==> config.mk <==
export PLATFORM = sky130hd
export DESIGN_NAME = alu_seq
export DESIGN_NICKNAME = d
export VERILOG_FILES = /design/src/rtl/alu_seq.sv
export SDC_FILE = /design/constraint.sdc
export NUM_CORES = 1
export LEC_CHECK = 0
export ABC_AREA = 0
export BUFFER_PORTS_ARGS = -buffer_cell sky130_fd_sc_hd__buf_2
export CORE_ASPECT_RATIO = 1.4
export CORE_MARGIN = 4
export CORE_UTILIZATION = 30
export CTS_CLUSTER_DIAMETER = 120
export DETAILED_ROUTE_END_ITERATION = 8
export PLACE_DENSITY = 0.55
export RECOVER_POWER = 25
export SLEW_MARGIN = 20
export SYNTH_ARGS = -nofsm -noshare
export SYNTH_HDL_FRONTEND = slang
export SYNTH_SLANG_ARGS = --single-unit
export TNS_END_PERCENT = 20
==> constraint.sdc <==
create_clock -name clk -period 11.23 [get_ports clk]
set_clock_uncertainty 0.05 [all_clocks]
set_input_delay 0.5615 -clock clk [delete_from_list [all_inputs] [get_ports clk]]
set_output_delay 0.5615 -clock clk [all_outputs]
set_load 0.01 [all_outputs]
==> src/rtl/alu_seq.sv <==
`default_nettype none
// ============================================================================
//  Module      : alu_seq
//  Description : Sequential RISC-V ALU with valid/ready handshakes, 1 bit/cycle
//                shifter and iterative shift-add multiplier; registered result.
//  Revision    : 1.0  initial release
// ============================================================================
module alu_seq #(
    parameter int WIDTH  = 32,
    parameter int MUL_EN = 1
) (
    input  logic             clk,
    input  logic             rst_n,
    input  logic             in_valid,
    output logic             in_ready,
    input  logic [3:0]       alu_control,
    input  logic [WIDTH-1:0] src_a,
    input  logic [WIDTH-1:0] src_b,
    output logic             out_valid,
    input  logic             out_ready,
    output logic [WIDTH-1:0] alu_result,
    output logic             zero,
    output logic             busy
);

    localparam int SHW = $clog2(WIDTH);

    localparam logic [3:0] c_op_add  = 4'b0000;
    localparam logic [3:0] c_op_sub  = 4'b0001;
    localparam logic [3:0] c_op_and  = 4'b0010;
    localparam logic [3:0] c_op_or   = 4'b0011;
    localparam logic [3:0] c_op_xor  = 4'b0100;
    localparam logic [3:0] c_op_slt  = 4'b0101;
    localparam logic [3:0] c_op_sltu = 4'b0110;
    localparam logic [3:0] c_op_sll  = 4'b0111;
    localparam logic [3:0] c_op_srl  = 4'b1000;
    localparam logic [3:0] c_op_sra  = 4'b1001;
    localparam logic [3:0] c_op_mul  = 4'b1010;

    localparam logic           c_mul_en     = (MUL_EN != 0);
    localparam logic [SHW:0]   c_mul_cycles = (SHW+1)'(WIDTH);
    localparam logic [SHW:0]   c_cnt_one    = (SHW+1)'(1);

    typedef enum logic [1:0] {
        S_IDLE  = 2'd0,
        S_SHIFT = 2'd1,
        S_MUL   = 2'd2,
        S_DONE  = 2'd3
    } state_t;

    state_t           r_state;
    state_t           w_next_state;
    logic [3:0]       r_op;
    logic [WIDTH-1:0] r_acc;
    logic [WIDTH-1:0] r_mcand;
    logic [WIDTH-1:0] r_mplier;
    logic [SHW:0]     r_cnt;
    logic [WIDTH-1:0] r_result;
    logic             r_zero;

    logic             w_accept;
    logic             w_is_shift;
    logic             w_is_mul;
    logic [SHW-1:0]   w_shamt;
    logic [WIDTH-1:0] w_alu;
    logic [WIDTH-1:0] w_shift_next;
    logic [WIDTH-1:0] w_mul_next;

    assign in_ready   = (r_state == S_IDLE);
    assign out_valid  = (r_state == S_DONE);
    assign busy       = (r_state == S_SHIFT) || (r_state == S_MUL);
    assign alu_result = r_result;
    assign zero       = r_zero;

    assign w_accept   = in_valid && in_ready;
    assign w_shamt    = src_b[SHW-1:0];
    assign w_is_shift = (alu_control == c_op_sll) || (alu_control == c_op_srl) ||
                        (alu_control == c_op_sra);
    assign w_is_mul   = c_mul_en && (alu_control == c_op_mul);

    // Single-cycle ops; anything not listed (incl. MUL here) yields zero.
    always_comb begin
        w_alu = '0;
        case (alu_control)
            c_op_add:  w_alu = src_a + src_b;
            c_op_sub:  w_alu = src_a - src_b;
            c_op_and:  w_alu = src_a & src_b;
            c_op_or:   w_alu = src_a | src_b;
            c_op_xor:  w_alu = src_a ^ src_b;
            c_op_slt:  w_alu = {{(WIDTH-1){1'b0}}, ($signed(src_a) < $signed(src_b))};
            c_op_sltu: w_alu = {{(WIDTH-1){1'b0}}, (src_a < src_b)};
            default:   w_alu = '0;
        endcase
    end

    always_comb begin
        w_shift_next = r_acc << 1;
        if (r_op == c_op_srl) begin
            w_shift_next = r_acc >> 1;
        end else if (r_op == c_op_sra) begin
            w_shift_next = {r_acc[WIDTH-1], r_acc[WIDTH-1:1]};
        end
    end

    assign w_mul_next = r_acc + (r_mplier[0] ? r_mcand : '0);

    always_ff @(posedge clk or negedge rst_n) begin
        if (!rst_n) begin
            r_state <= S_IDLE;
        end else begin
            r_state <= w_next_state;
        end
    end

    always_comb begin
        w_next_state = r_state;
        case (r_state)
            S_IDLE: begin
                if (w_accept) begin
                    if (w_is_shift && (w_shamt != '0)) begin
                        w_next_state = S_SHIFT;
                    end else if (w_is_mul) begin
                        w_next_state = S_MUL;
                    end else begin
                        w_next_state = S_DONE;
                    end
                end
            end
            S_SHIFT, S_MUL: begin
                if (r_cnt == c_cnt_one) begin
                    w_next_state = S_DONE;
                end
            end
            S_DONE: begin
                if (out_ready) begin
                    w_next_state = S_IDLE;
                end
            end
            default: w_next_state = S_IDLE;
        endcase
    end

    always_ff @(posedge clk or negedge rst_n) begin
        if (!rst_n) begin
            r_op     <= '0;
            r_acc    <= '0;
            r_mcand  <= '0;
            r_mplier <= '0;
            r_cnt    <= '0;
            r_result <= '0;
            r_zero   <= 1'b0;
        end else begin
            case (r_state)
                S_IDLE: begin
                    if (w_accept) begin
                        r_op <= alu_control;
                        if (w_is_shift) begin
                            r_acc <= src_a;
                            r_cnt <= {1'b0, w_shamt};
                            // Zero shift amount completes immediately with src_a.
                            if (w_shamt == '0) begin
                                r_result <= src_a;
                                r_zero   <= (src_a == '0);
                            end
                        end else if (w_is_mul) begin
                            r_acc    <= '0;
                            r_mcand  <= src_a;
                            r_mplier <= src_b;
                            r_cnt    <= c_mul_cycles;
                        end else begin
                            r_result <= w_alu;
                            r_zero   <= (w_alu == '0);
                        end
                    end
                end
                S_SHIFT: begin
                    r_acc <= w_shift_next;
                    r_cnt <= r_cnt - c_cnt_one;
                    if (r_cnt == c_cnt_one) begin
                        r_result <= w_shift_next;
                        r_zero   <= (w_shift_next == '0);
                    end
                end
                S_MUL: begin
                    r_acc    <= w_mul_next;
                    r_mcand  <= r_mcand << 1;
                    r_mplier <= r_mplier >> 1;
                    r_cnt    <= r_cnt - c_cnt_one;
                    if (r_cnt == c_cnt_one) begin
                        r_result <= w_mul_next;
                        r_zero   <= (w_mul_next == '0);
                    end
                end
                default: ;
            endcase
        end
    end

endmodule
`default_nettype wire
**After elaboration in Yosys (flattened, before gate mapping)**

Index checks and enable logic that the tools add are counted.

- Input port bits: 72
- Register bits after elaboration: 141
- Output and inout bits: 36

- Bitwise operators: 3
- Add/sub/neg operators: 4
- Magnitude comparators: 2
- Reduce and logical (&&, ||, !) cells: 23
- Equal/unequal tests: 26
- Muxes and demuxes: 40

Operators with widths:

| kind | number |
|---|---|
| $mux 32 | 18 |
| $pmux 32 s7 | 1 |
| $pmux 32 s3 | 2 |
| $logic_not 32->1 | 4 |
| $pmux 32 s2 | 2 |
| $add 32x32->32 | 2 |
| $lt 32x32->1 | 2 |
| $and 32x32->32 | 1 |
| $or 32x32->32 | 1 |
| $sub 32x32->32 | 1 |
| $xor 32x32->32 | 1 |
| $eq 4x4->1 const B | 5 |
| $mux 6 | 3 |
| $eq 4x3->1 const B | 4 |
| $ne 2x1->1 const B | 6 |
| $pmux 6 s2 | 1 |
| $reduce_and 3->1 | 3 |
| $eq 4x2->1 const B | 2 |
| $mux 2 | 4 |
| $mux 1 | 7 |
| $eq 6x1->1 const B | 1 |
| $pmux 2 s3 | 1 |
| $reduce_and 6->1 | 1 |
| $sub 6x1->6 const B | 1 |
| other kinds (19) | 24 |

**Logic depth before layout (Yosys ltp)**

Gate-level depths: netlist of run 1.

- Depth after elaboration: 7
- Gate-level depth with buffers: 16

**Worst setup path before layout of run 1**

Ideal clock, no wire load.

- Path type: register -> register
- Start point: register r_mplier[0]
- End point: register r_zero (netlist: zero)
- Required time: 11,100 ps
- Path buffers: 1
- Stages on the path, launching flop included: 16
- Data arrival time: 3,826 ps
- Slack: 7,274 ps
- Setup time: 80 ps
- Path through: dfrtp_1 > clkbuf_1 > and2_1 > ha_1 > fa_1 > a21o_1 > a221oi_2 > o21ai_1 > a21o_1 > a211oi_1 > nor2_1 > or4b_1 > or4_1 > nor4_2 > a211oi_1 > nor3_2

- Word-level cells in the longest chain between the ends: 5

RTL lines:

| element | line | source |
|---|---|---|
| from (decl) | 56 | `logic [WIDTH-1:0] r_mplier;` |
| from (signal assigned) | 168 | `r_mplier <= src_b;` |
| from (signal assigned) | 187 | `r_mplier <= r_mplier >> 1;` |
| $mux 32 | 105 | `assign w_mul_next = r_acc + (r_mplier[0] ? r_mcand : '0);` |
| $add 32x32->32 | 105 |  |
| $logic_not 32->1 | 191 | `r_zero <= (w_mul_next == '0);` |
| $mux 1 | 189 | `if (r_cnt == c_cnt_one) begin` |
| $pmux 1 s3 | 153 | `case (r_state)` |
| to (signal assigned) | 163 | `r_zero <= (src_a == '0);` |
| to (signal assigned) | 172 | `r_zero <= (w_alu == '0);` |
| to (signal assigned) | 191 |  |
| to (decl) | 59 | `logic r_zero;` |

No other way between the ends. The select of a mux whose other input is x is not followed.
A chain may end at the register's enable or synchronous reset.

**Worst setup path after layout of run 1**

Ends and elaborated chain as after synthesis.

==> impl.org, run 1 <==
** Power and ir drop
- The share of total power dissipated in the clock network is a little over an eighth.
- Net switching share of the total power :: around 51%
- VDD sags by at most ~160 uV.
- The analysis attributes to net switching a power of 2.225 mW.
- Logic gate share of total power :: roughly 65%
- Cell internal power was estimated by the tool at roughly 2.1 mW.
- Share of power burned in registers :: a little over a fifth
- In this run the power density over the cells is between 200 and 300 mW/mm^2.
- In this run the static leakage power is 7.324 nW.

** Synthesis
- Synth unique cells :: 93
- Area share of the leading cell type in the synthesized netlist :: a little under a quarter
- Syn_nets :: about 2100
- Synthesized instance count :: 1918
- After synthesis the cells add up to 0.01492 mm^2.
- Counting instances in the post-synthesis netlist gives the leading cell types as a21oi_1 (212), nor2_1 (209), nand2_1 (153), dfrtp_1 (141), ha_1 (140).
- Most frequently used flop master after synthesis :: dfrtp_1
- Counting flops with a built-in enable in the synthesized netlist gives 0.
- Post-synth top area cell :: dfrtp_1
- Counting flops with an async set or reset pin after synthesis yields a share of 100.0%.
- Sequential elements use roughly a quarter of the synthesized area.
- Number of warning messages in the yosys log :: 0
- a21oi_1 is the most common cell in the netlist.
- FF+latch count, synth :: between 100 and 150
- After synthesis, the mean cell area works out to between 7 and 8 um^2.
- By area the synthesized netlist is led by dfrtp_1 (24%), ha_1 (12%), a21oi_1 (7.1%), nor2_1 (5.3%), mux2i_1 (4.8%).

** Timing
- In the final timing run, aggregate negative setup slack is 0 ps.
- Post-layout minimum cycle time :: ~4800 ps
- Unrepaired setup endpoints after global routing :: false
- Max_slew headroom :: -198.0%
- Static timing analysis puts the maximum clock frequency at 208.8 MHz.
- Final Setup Violations :: 0
- In the post-route analysis, the smallest setup slack over all paths is 6440 ps.
- The number of pins exceeding their max-slew limit in the final report was 77.
- Final hold viol count :: 0
- For the pin with the worst max-slew slack, the measured transition is 4471 ps.
- In the finished design, the share of the clock period the worst path needs comes to about 43%.

** Cells and area
- Total non-filler cell area in the finished layout :: roughly 0.017 mm^2
- Number of non-filler instances in the completed layout :: about 2600
- Of the cells placed in the final design, the portion with a size suffix greater than 1 is approximately an eighth.
- Layout-stage area growth over the synthesis result :: 11.46%
- The net count of the finished layout is around 2200.
- The number of antenna diodes in the final layout is 0.

** GRT
- Maximum number of pins on one net before global-route repair :: 77
- GR Overflow Total :: 0
- M1 GR Usage :: 26.81%
- Global routing met3 resource utilization :: roughly 2.5%
- GR peak layer :: met2
- The number of antenna violations at the first check in global routing was 0.
- The first global-routing pass estimated just over 90000 um of wire.
- In the global route stage, met2 resource usage came out at between 30% and 40%.
- Total global-route track usage :: 22.31%
- Number of global-route vias before repair :: 14901

** CTS
- Total number of clock tree sinks :: roughly 140
- Clock tree from TritonCTS :: yes
- Gates resized during post-CTS repair numbered 0.
- CTS built an H-tree with a depth of 4.
- Number of buffers on the longest clock path :: 2
- The cell sitting at the root of the clock tree is a clkbuf_16.
- Clk slew on worst S/H paths :: ~70 ps
- For this design, the CTS-stage hold fixing added 0 buffers.
- CTS Buf Count :: 17
- Clock latency on the worst-skew pair, taken at its later pin, is roughly 470 ps.
- Number of setup buffers added after CTS :: 0

** Drt
- DRT Pass-1 Iters :: 6
- Count of nets left with antenna violations after detail routing :: 0
- After detailed routing, the average wire length per cell comes to ~24 um.
- In the routed design, unresolved DRC markers number 0.
- Wire length after detailed routing :: just over 60000 um
- The detailed router finished its first iteration with around 1100 violations.
- After detailed routing, the number of vias per cell comes to 5.818.
- Total via count after detailed routing :: 15150

** Floorplan
- For this configuration, the core starts out at a cell density of between 30% and 40%.
- Width of the die :: approximately 200 um
- Boundary Pins :: between 100 and 150
- The total area inside the core boundary comes to between 0.04 and 0.05 mm^2.
- Die area :: 0.05343 mm^2
- Die extent in y :: 271.9 um
- In this run the core area contains 96 standard-cell rows.

** Placed design
- Counting tap cells, the placed design contains a total of 2572 instances.
- Count of buffers from port buffering :: roughly 110
- Placed Instance Area :: 0.01607 mm^2
- Worst setup timing slack at the placement stage :: 6060 ps
- HPWL after DPL :: roughly 48000 um
- Final weighted congestion in routability-driven placement :: between 0.9 and 1

** Critical path
- Critical R2R Launch :: r_mplier[0]
- The signal on the critical path passes through buf_4, and2_1, ha_1, fa_1, a21o_1, a221oi_2, o21ai_1, a31oi_1, xnor2_1, nor2_1, or4b_1, or4_1, nor4_2, a211oi_1, nor3_2.
- The setup path with the least slack is of type flop to flop.
- The number of buffers and inverters on the critical path is 1.
- Family of cells with the greatest summed delay on the critical path :: simple AND/OR/NAND/NOR gates
- Of all nets on the critical path, the largest fanout is 33.
- CP Launch Type :: flop
- Crit path largest cell delay :: 560 ps
- Endpoint required time on the critical path :: approximately 12000 ps
- Arr. time, crit path :: ~5100 ps
- R2r setup slk :: approximately 6400 ps
- Start point of the critical path :: r_mplier[0]
- Among all stages on the critical path, the largest delay is contributed by or4_1.
- The worst setup path is captured at a flop.

** Outcome
- The run finished, with violations left.
- The checks that failed: max-capacitance violations, max-slew violations.

** Worst hold path
- The min-delay analysis places its worst path in the category input port to flop.
- Launch instance of the worst min-delay path :: src_a[0]

** Job
- Max-cap violations :: 1
layout make-up:
class | instances | area, um^2
Tap cell | 637 | 797.0
Multi-Input combinational cell | 1564 | 10660
Sequential cell | 141 | 3528
Timing Repair Buffer | 129 | 694.4
Fill cell | 5166 | 32490
Clock inverter | 14 | 138.9
Clock buffer | 18 | 439.2
Inverter | 101 | 379.1
layout by cell type, fill, tap and decap left out, types with 18 or more instances in the layout:
cell	synthesis	routed
a21o_1	36	36
nor4_1	33	33
nor2_1	209	208
buf_2	7	102
mux2i_1	71	71
a31oi_1	24	24
a211oi_1	28	28
nand4_1	22	22
and2_1	37	37
nor2b_1	26	26
ha_1	140	138
nand2_1	153	153
a22oi_1	18	18
dfrtp_1	141	141
a21oi_1	212	211
xnor2_1	27	27
buf_4	0	22
nor3_1	32	31
inv_1	101	101
mux2_2	55	55
nand3_1	32	31
o21ai_0	112	112
a22o_1	28	28
power by group through the flow:
stage | Sequential [mW] | Clock [mW] | Combinational (mW)
floorplan | 0.893 | 0 | 1.97
global placement | 0.945 | 0 | 2.74
detailed placement | 0.951 | 0 | 2.75
CTS | 0.943 | 0.602 | 2.77
global route | 0.973 | 0.618 | 3.04
finish | 0.947 | 0.589 | 2.79
state kept, by name, summed over array words and instances (netlist names):
signal	flops
r_mcand	32
r_mplier	32
r_op	4
zero	1
r_cnt	6
r_state	2
alu_result	32
r_acc	32
worst paths after layout:
check,end,cells past startpoint
max,zero,15
min,r_mcand[0],3
max reg2reg,zero,15
min reg2reg,alu_result[25],1
max in group asynchronous,r_acc[6],2
min in group asynchronous,r_mplier[8],1
per-layer routing:
| metal | share of wire, % | up-vias | wire, um |
|---|---|---|---|
| li1 | - | 7066 | - |
| met1 | 40 | 7397 | 24590 |
| met2 | 50 | 558 | 30720 |
| met3 | 4.9 | 129 | 2988 |
| met4 | 5.3 | 0 | 3243 |
| met5 | 0 | - | 0 |
through the flow:
step           power, mW  util (%)  hold WS [ps]
6_report           4.324     33.86         361.3
5_1_grt            4.634     33.86         393.0
4_1_cts            4.315     33.88         116.7
3_5_place_dp       3.705     32.71         418.9
3_3_place_gp       3.684     32.71         410.8
2_1_floorplan      2.866         -         215.9
kinds of logic after synthesis:
group | synth area share [%]
AO/OA/AOI/OAI | 27.42
XOR/XNOR | 2.113
adder cells (fa/ha/maj) | 12.14
buffers and inverters | 5.416
flip-flops | 23.64
multiplexers | 9.063
AND/OR/NAND/NOR | 20.21
worst register-to-register path, stage by stage (launching register included):
cell and delay, ps:
dfrtp_1 370, buf_4 230, and2_1 190, ha_1 210
fa_1 450, a21o_1 250, a221oi_2 250, o21ai_1 200
a31oi_1 480, xnor2_1 170, nor2_1 200, or4b_1 540
or4_1 560, nor4_2 260, a211oi_1 130, nor3_2 180
No activity file was read; power rests on OpenSTA's default activity.
==> inputs of run 2 (changes only) <==
--- a/config.mk
+++ b/config.mk
@@ -12,7 +12,7 @@
 export CORE_UTILIZATION = 30
 export CTS_CLUSTER_DIAMETER = 120
 export DETAILED_ROUTE_END_ITERATION = 8
-export PLACE_DENSITY = 0.55
+export PLACE_DENSITY = 0.57
 export RECOVER_POWER = 25
 export SLEW_MARGIN = 20
 export SYNTH_ARGS = -nofsm -noshare
==> constraint.sdc (replaced) <==
create_clock -name clk -period 4.2 [get_ports clk]
set_clock_uncertainty 0.05 [all_clocks]
set_input_delay 0.21 -clock clk [delete_from_list [all_inputs] [get_ports clk]]
set_output_delay 0.21 -clock clk [all_outputs]
set_load 0.01 [all_outputs]
==> impl.org, run 2 (same netlist as run 1, synthesis figures left out) <==
** Placed design
- After legalization and detailed placement, the total HPWL measured a little over 50000 um.
- After detailed placement, the total cell area comes to ~0.017 mm^2.
- Final weighted congestion in routability-driven placement :: about 0.96
- In this run the tool buffered the top-level ports with 107 buffer cells.
- Before CTS, the worst setup slack after placement is -20.92 ps.
- Placed Instances :: ~2700

** Cells and area
- After routing the design area is 0.01810 mm^2.
- Across the whole layout, storage elements account for between 0.003 and 0.004 mm^2.
- Final Core Density :: between 30 and 40%
- Number of non-filler instances in the completed layout :: about 2800
- The library cell used most frequently in the layout, excluding fill and tap cells, is a21oi_1.
- Multi-input gate area in the final layout :: 0.01072 mm^2
- Counting the fill cells in the layout gives 5087.
- Net count reported at finish :: ~2300
- Share of final-layout standard cells stronger than drive strength 1 :: about a fifth
- Layout-stage area growth over the synthesis result :: 21.26%
- Leaving out fill and tap cells, the most frequent cells in the layout are a21oi_1 (209), nor2_1 (208), buf_4 (193), nand2_1 (153), dfrtp_1 (141).

** CTS
- Clock-pin slew was measured on the worst setup and hold paths at 80 ps.
- Clock tree from TritonCTS :: yes
- Number of setup buffers added after CTS :: 0
- Clk Latency, worst-skew pair :: about 450 ps
- The root buffer cell chosen for the clock tree is clkbuf_16.
- Number of buffers on the longest clock path :: 2
- The H-tree was split into 4 levels.
- CTS Buf Count :: 17
- CTS saw about 140 sinks.

** Power and ir drop
- For this design the ratio of total power to cell area is around 670 mW/mm^2.
- VDD IR max :: between 300 and 400 uV
- The completed layout was analyzed and its total power is ~12 mW.
- Leakage power figure :: 8.182 nW

** Critical path
- Family of cells with the greatest summed delay on the critical path :: simple AND/OR/NAND/NOR gates
- Arr. time, crit path :: 4440 ps
- In this run the critical register-to-register path is launched from r_mplier[0].
- The worst setup path is of the flop to flop kind.
- In this run the register-to-register setup slack is 80 ps.
- Worst-case reg-to-reg path depth :: 15
- The endpoint identified for the worst register-to-register timing path is zero.
- The worst setup path is launched from a flop.
- Counting both buffers and inverters, the worst setup path holds a total of 1.
- In this run the worst path has a maximum fanout of 13.
- Endpoint required time on the critical path :: 4520 ps
- Cell Chain, Critical Path :: buf_4, and2_1, ha_1, a21o_1, a31o_1, o21ai_2, or2b_1, a211oi_1, nor2_1, nor4_2, nand3b_1, or4b_2, nor4_2, a211oi_1, nor3_2
- Critical path endpoint category :: flop
- Slowest cell on crit path :: or4b_2
- Crit path largest cell delay :: 620 ps

** Floorplan
- Once the floorplan was initialized, standard cells occupied between 30 and 40% of the core.
- From bottom edge to top edge, the die measures approximately 270 um.
- Die area :: ~0.053 mm^2
- between 100 and 150 I/O pins were placed.
- The die is between 150 and 200 um wide.
- The core region is ~0.049 mm^2.
- The floorplan has 96 rows.

** Drt
- After detailed routing, the average wire length per cell comes to ~23 um.
- Total via count after detailed routing :: around 16000
- Vias per inst :: approximately 5.7
- DRT Pass-1 Iters :: 5
- Wire length after detailed routing :: 63510 um
- After detailed routing, the number of remaining DRC violations is 0.
- After the first detailed-routing iteration, the DRC count stood at 1251.
- Once detail routing completed, the nets flagged for antenna violations numbered 0.

** Worst hold path
- Launch instance of the worst min-delay path :: src_b[24]
- Along the worst hold path, the cell count comes to 3.
- The path class of the tightest hold or removal check is input port to flop.
- The worst hold path terminates at r_mplier[24].

** Timing
- Unrepaired setup endpoints after global routing :: true
- Setup WS post-layout :: 82.95 ps
- Top achievable clock speed :: 242.9 MHz
- Post-layout minimum cycle time :: slightly above 4000 ps
- In the final timing run, aggregate negative setup slack is 0 ps.
- Of the available clock period, the critical path in the final layout requires a little over nine tenths.
- The tightest hold path in the finished design has a slack of roughly 45 ps.
- The number of pins exceeding their max-slew limit in the final report is 72.
- Setup violations remaining at the end of the flow were counted as 0.
- Final hold viol count :: 0
- At the pin with the least slew margin, the transition time is just over 2000 ps.
- In this run the tightest slew margin relative to its limit is -37.73%.

** Outcome
- Violations in the final reports :: max-capacitance violations, max-slew violations
- Result of the run :: finished, violations left

** GRT
- Summed over all layers, the global routing overflow is 0.
- Entering global routing, the biggest net connects about 130 pins.
- Antenna violations before repair :: 0
- The first global-routing pass estimated around 96000 um of wire.
- The number of global-route vias before repair was roughly 16000.
- Total global-route track usage :: a little under a quarter

** Job
- Max-cap violations in this run came to 1.
==> run 2: changes by cell type in the layout (fill, tap and decap cells not counted), moves of 2 or more <==
cell / previous run / this run
buf_2: 102 / 98
buf_12: 0 / 5
a21oi_2: 1 / 3
inv_8: 4 / 1
a21oi_1: 211 / 209
o21ai_1: 4 / 2
buf_4: 22 / 193
clkbuf_1: 5 / 9
==> run 2: how the worst max path moves through the flow <==
stage,slack (ps),start,to,cells after the start
6_report,80,r_mplier[0],zero,15
5_1_grt,-50,r_mcand[0],zero,14
4_1_cts,40,r_mcand[0],zero,16
3_5_place_dp,-20,src_a[1],zero,18
3_3_place_gp,-20,src_a[1],zero,18
2_1_floorplan,240,r_mplier[0],zero,15
==> run 2: metal layers <==
layer,share of wire [%],global-route usage (%),up-vias
met5,0,0,-
met4,6.0,12.08,0
met3,4.5,2.722,173
met2,50,40.92,544
met1,40,27.01,7695
li1,-,-,7430
==> run 2: power by group <==
part           leakage, nW  internal, mW  switching, mW
Clock                0.278         0.840          0.762
Combinational         6.22          3.21           4.76
Sequential            1.69          1.99          0.535
==> run 2: layout make-up <==
type	count	share of cell area (%)
timing repair buffer	306	11.52
clock inverter	14	0.8366
inverter	101	2.095
sequential	141	19.50
clock buffer	18	2.372
antenna	1	0.01383
multi-input combinational	1564	59.26
tap	637	4.404
==> run 2: worst register-to-register path: stages, from the launching register on <==
cell and delay (ps):
dfrtp_1 390, buf_4 180, and2_1 140, ha_1 330, a21o_1 230, a31o_1 270
o21ai_2 200, or2b_1 240, a211oi_1 250, nor2_1 140, nor4_2 390, nand3b_1 110
or4b_2 620, nor4_2 180, a211oi_1 140, nor3_2 170
==> run 2: what timing repair did <==
action | 4_1_cts | 5_1_grt
resized for setup | 0 | 15
hold buffers | 1 | 0
endpoints found under the hold margin | 71 | 0
setup endpoints to repair | 0 | 8
